===== src/rtl/apb_pkg.sv =====
// Shared types for the APB requester.
// State encoding and default bus widths.
package apb_pkg;

  localparam int ADDR_W_DEF = 32;
  localparam int DATA_W_DEF = 32;

  typedef enum logic [1:0] {
    IDLE,
    SETUP,
    ACCESS
  } apb_state_e;

  typedef struct packed {
    logic                      write;
    logic [ADDR_W_DEF-1:0]     addr;
    logic [DATA_W_DEF-1:0]     wdata;
    logic [DATA_W_DEF/8-1:0]   strb;
  } apb_cmd_t;

endpackage


===== src/rtl/apb_timeout_counter.sv =====
// ACCESS-phase stall counter for the APB requester.
// expired is high in the cycle whose stall reaches the limit.
module apb_timeout_counter #(
  parameter int TIMEOUT_CYCLES = 16
) (
  input  logic clk,
  input  logic rst_n,
  input  logic clear,
  input  logic enable,
  output logic expired
);

  localparam int CNT_W = $clog2(TIMEOUT_CYCLES + 1);
  localparam logic [CNT_W-1:0] LIMIT =
    CNT_W'(TIMEOUT_CYCLES - 1);

  logic [CNT_W-1:0] count;

  // count consecutive stalled ACCESS cycles
  always_ff @(posedge clk or negedge rst_n) begin
    if (!rst_n) begin
      count <= '0;
    end else if (clear) begin
      count <= '0;
    end else if (enable) begin
      count <= count + 1'b1;
    end
  end

  // limit reached on this stalled cycle
  always_comb begin
    expired = enable && (count == LIMIT);
  end

endmodule


===== src/rtl/apb_master.sv =====
// APB4 requester: command/response handshake to one completer.
// Optional ACCESS timeout enabled by APB_MASTER_TIMEOUT_EN.
module apb_master
  import apb_pkg::*;
#(
  parameter int ADDR_W         = ADDR_W_DEF,
  parameter int DATA_W         = DATA_W_DEF,
  parameter int TIMEOUT_CYCLES = 16
) (
  input  logic                PCLK,
  input  logic                PRESETn,
  input  logic                cmd_valid,
  output logic                cmd_ready,
  input  logic                cmd_write,
  input  logic [ADDR_W-1:0]   cmd_addr,
  input  logic [DATA_W-1:0]   cmd_wdata,
  input  logic [DATA_W/8-1:0] cmd_strb,
  output logic                rsp_valid,
  output logic [DATA_W-1:0]   rsp_rdata,
  output logic                rsp_error,
  output logic                rsp_timeout,
  output logic                PSEL,
  output logic                PENABLE,
  output logic                PWRITE,
  output logic [ADDR_W-1:0]   PADDR,
  output logic [DATA_W-1:0]   PWDATA,
  output logic [DATA_W/8-1:0] PSTRB,
  input  logic [DATA_W-1:0]   PRDATA,
  input  logic                PREADY,
  input  logic                PERROR
);

  localparam int STRB_W = DATA_W / 8;

  if (TIMEOUT_CYCLES < 1) begin : g_bad_cfg
    $error("apb_master: TIMEOUT_CYCLES must be >= 1");
  end

  apb_state_e state, state_nxt;
  logic       accept;
  logic       done;
  logic       abort;

  assign cmd_ready = (state == IDLE);
  assign accept    = cmd_valid && cmd_ready;
  assign done      = (state == ACCESS) && PREADY;

`ifdef APB_MASTER_TIMEOUT_EN
  logic expired;

  apb_timeout_counter #(
    .TIMEOUT_CYCLES (TIMEOUT_CYCLES)
  ) u_timeout (
    .clk     (PCLK),
    .rst_n   (PRESETn),
    .clear   (state == SETUP),
    .enable  ((state == ACCESS) && !PREADY),
    .expired (expired)
  );

  assign abort = expired;
`else
  assign abort = 1'b0;
`endif

  // state register
  always_ff @(posedge PCLK or negedge PRESETn) begin
    if (!PRESETn) begin
      state <= IDLE;
    end else begin
      state <= state_nxt;
    end
  end

  // next state and bus phase controls
  always_comb begin
    state_nxt = state;
    PSEL      = 1'b0;
    PENABLE   = 1'b0;
    unique case (state)
      IDLE: begin
        if (accept) begin
          state_nxt = SETUP;
        end
      end
      SETUP: begin
        PSEL      = 1'b1;
        state_nxt = ACCESS;
      end
      ACCESS: begin
        PSEL    = 1'b1;
        PENABLE = 1'b1;
        if (done || abort) begin
          state_nxt = IDLE;
        end
      end
      default: state_nxt = IDLE;
    endcase
  end

  // latch command; reads carry no data or strobes
  always_ff @(posedge PCLK or negedge PRESETn) begin
    if (!PRESETn) begin
      PWRITE <= 1'b0;
      PADDR  <= '0;
      PWDATA <= '0;
      PSTRB  <= '0;
    end else if (accept) begin
      PWRITE <= cmd_write;
      PADDR  <= cmd_addr;
      PWDATA <= cmd_write ? cmd_wdata : '0;
      PSTRB  <= cmd_write ? cmd_strb : STRB_W'(0);
    end
  end

  // completion capture; fields hold until next completion
  always_ff @(posedge PCLK or negedge PRESETn) begin
    if (!PRESETn) begin
      rsp_valid   <= 1'b0;
      rsp_rdata   <= '0;
      rsp_error   <= 1'b0;
      rsp_timeout <= 1'b0;
    end else begin
      rsp_valid <= done || abort;
      if (done) begin
        rsp_rdata   <= PWRITE ? '0 : PRDATA;
        rsp_error   <= PERROR;
        rsp_timeout <= 1'b0;
      end else if (abort) begin
        rsp_rdata   <= '0;
        rsp_error   <= 1'b1;
        rsp_timeout <= 1'b1;
      end
    end
  end

endmodule

===== config.mk =====
export PLATFORM = sky130hd
export DESIGN_NAME = apb_master
export DESIGN_NICKNAME = d
export VERILOG_FILES = /design/src/rtl/apb_pkg.sv /design/src/rtl/apb_timeout_counter.sv /design/src/rtl/apb_master.sv
export SDC_FILE = /design/constraint.sdc
export NUM_CORES = 1
export LEC_CHECK = 0
export BUFFER_PORTS_ARGS = -buffer_cell sky130_fd_sc_hd__buf_2
export CAP_MARGIN = 15
export CORE_AREA = 2 2 98 100
export CTS_BUF_LIST = sky130_fd_sc_hd__clkbuf_8
export DETAILED_ROUTE_END_ITERATION = 10
export DIE_AREA = 0 0 100 102
export HOLD_SLACK_MARGIN = 0.05
export PLACE_DENSITY = 0.92
export SYNTH_ARGS = -nofsm -noshare
export SYNTH_HDL_FRONTEND = slang
export SYNTH_HIERARCHICAL = 1
export SYNTH_SLANG_ARGS = --single-unit
export TNS_END_PERCENT = 1

===== constraint.sdc =====
create_clock -name PCLK -period 1.8 [get_ports PCLK]
set_clock_uncertainty 0.1 [all_clocks]
set_input_delay 0.09 -clock PCLK [delete_from_list [all_inputs] [get_ports PCLK]]
set_output_delay 0.09 -clock PCLK [all_outputs]
set_load 0.01 [all_outputs]

==> flow_summary.toml <==
[run_status]
status = "completed"

[route]
ant_nets = 0
wl_met2_um = 7150
wirelength_um = 13200
vias = 4008
topRoutingLayerUsed = "met4"
wl_met1_um = 4870
drcViolationCount = 0
drt_iter0_markers = 158
detail_route.first_pass.iterations = 5
drt-vias-per-instance = 4.92
wire_per_inst_um = 16.2
routed-wl-met3_um = 769

[layout]
seqCellArea_mm2 = 0.00263
multi_input_comb_area_mm2 = 0.00144
final_nets = 805
fillers = 594
drive_gt1_share_pct = 39.2
syn2layout_area_growth_pct = 57.8

[power_and_ir_drop]
powerDensity_mw_per_mm2 = 1420
p_comb_share_pct = 42.8
p_clk_share_pct = 13.8
seqPwrFrac_pct = 43.5
peakVddDrop_uv = 792
switching_power_mw = 3.56
p_leak_nw = 3.44
switching_share_pct = 37.8
intPower_mw = 5.85

[placed_design]
place_ws_ps = 105
dp_hpwl_um = 7820
io_buffer_count = 211
gp_congestion = 0.791

[global_route]
track_usage_pct = 25.6
grt_pass1_vias = 4315
grt_max_degree = 66
grt_overflow = 0
grt_pass1_wl_um = 20200
antenna_found_initial = 1

[synth]
ys_seq_elements = 105
synth_seq_area_share_pct = 62.5
synthAdderAreaFrac_pct = 0.893
syn_avg_cell_area_um2 = 11.0
syn_area_mm2 = 0.00421
synth_top_family_by_area = "simple AND/OR/NAND/NOR gates"
synth_compound_area_share_pct = 8.51
synth-xor-area-share_pct = 0
synthCells = 384
syn-num-nets = 493
synthSimpleGateAreaFrac_pct = 14.4
synth_cell_types = 17
synthMuxAreaShare_pct = 10.1
ys_warn_count = 6

[floorplan]
core_area_mm2 = 0.00911
die_h_um = 102
row_count = 35
die_area_mm2 = 0.0102
start_util_pct = 46.2
dieWidth_um = 100
io_pins = 213

[sta]
fin_setup_tns_ps = 0
tightest_slew_ps = 660
setup_viol = 0
period_share_pct = 94.6
maxSlewViolCount = 0
rsz0062_at_grt = "no"
clock.fmax_mhz = 587
hold_viol = 0
min_period_ps = 1700
fin_ws_ps = 96.7
whs_ps = 75.6
max-slew-margin-rel_pct = 56.0

[setup_path]
crit_path_start_kind = "register"
worstReg2RegEnd = "PWDATA[13]"
worst-endpoint-required_ps = 1940
cp-end-kind = "register"
cp_max_fo = 25
timing.rr.start = "state[0]"
critPathKind = "register to register"
rrSetupSlack_ps = 100
arrival_ps = 1840
r2r_cells = 6

[clocking]
clk_pin_slew_ps = 110
cts_inserted_buffers = 9
post_cts_buffers = 0
cts_tree = "yes"
ctsRootBufferMaster = "clkbuf_8"
cts_num_sinks = 105
clk_path_buf_depth = 2
clk_latency_ps = 340
htreeDepth = 3

[run]
cap_viol_max_count = 0

[min_path]
hp-class = "input port to asynchronous set/reset pin"
[cells in the final DEF (no fill, tap or decap), types with 2 or more instances in the layout]
master | netlist | layout
nand2b_1 | 32 | 32
diode_2 | 0 | 2
nand2_1 | 105 | 105
mux2_2 | 27 | 27
dlygate4sd3_1 | 0 | 104
mux2_4 | 8 | 8
ha_1 | 3 | 2
dfrtp_1 | 105 | 104
o21ai_0 | 69 | 69
clkbuf_8 | 0 | 9
inv_1 | 4 | 6
inv_6 | 0 | 2
buf_4 | 1 | 9
buf_12 | 0 | 4
buf_2 | 13 | 210
[per-stage QoR]
step                util [%]  instance area (um^2)  total power [mW]  cells
detailed placement      59.5                  5420              7.84    692
CTS                     72.7                  6630              9.31    812
finish                  72.8                  6640              9.41    814
global route            72.8                  6630              10.0    813
global placement        59.5                  5420              7.58    692
floorplan                  -                  4210              6.06    384
[flip-flops by register name, summed over array words and instances (netlist names)]
signal     flops
rsp_error      1
state          2
PWDATA        32
PADDR         32
rsp_rdata     32
PSTRB          4
PWRITE         1
rsp_valid      1
[power groups by stage]
stage	combinational (mW)	clock (mW)	sequential, mW
after global placement	3.57	0	4.01
final	4.02	1.29	4.09
after CTS	3.92	1.34	4.05
after detailed placement	3.76	0	4.08
after floorplan	1.59	0	4.47
after global routing	4.37	1.43	4.21
[timing repair]
| action | in CTS | in global routing |
|---|---|---|
| hold endpoints to repair | 207 | 0 |
| hold buffers | 104 | 0 |
| setup endpoints to repair | 0 | 4 |
| gates resized for setup | 0 | 2 |
[area by class of cell]
class	instances	share of cell area [%]
timing repair buffer	327	33.8
antenna	2	0.0754
clock inverter	7	0.698
clock buffer	9	1.87
multi-input combinational	249	21.7
sequential	105	39.6
inverter	4	0.226
tap	111	2.09
[cells by family after synthesis]
kind of cell	Yosys count
and+or+nand+nor	139
DFF	105
AOI/OAI and AO/OA	71
muxes	35
buffers and inverters	30
adders and majority gates	3
other	1
[synthesized netlist by cell type]
master	instances	area [um^2]
dfrtp_1	105	2630
nand2_1	105	394
o21ai_0	69	345
nand2b_1	32	200
mux2_2	27	304
buf_2	13	65.1
clkbuf_1	10	37.5
mux2_4	8	120
inv_1	4	15.0
ha_1	3	37.5
buf_6	2	22.5
a21oi_1	1	5.00
buf_4	1	7.51
conb_1	1	3.75
nand2_2	1	6.26
nor2b_1	1	6.26
o21a_1	1	7.51
[critical path, cell delays in order (launching register included)]
cell,delay (ps)
dfrtp_1,400
inv_1,110
ha_2,240
nand2_4,160
buf_12,210
buf_4,160
o21ai_0,220
[per-layer routing]
metal	global-route usage (%)	vias to the layer above
met2	48.0	188
met4	12.5	0
met1	27.4	1916
met3	5.54	37
li1	-	1867
met5	0	-
[how the worst max path moves through the flow]
stage | startpoint | slack (ps) | endpoint | cells past startpoint
3_3_place_gp | state[0] | 190 | PADDR[31] | 5
4_1_cts | PWRITE | 60 | PWRITE | 1
6_report | state[0] | 100 | PWDATA[13] | 6
2_1_floorplan | state[0] | 200 | PADDR[11] | 6
5_1_grt | state[0] | 20 | PWDATA[13] | 6
3_5_place_dp | state[0] | 100 | PWDATA[12] | 6
(Power assumes the default switching activity.)
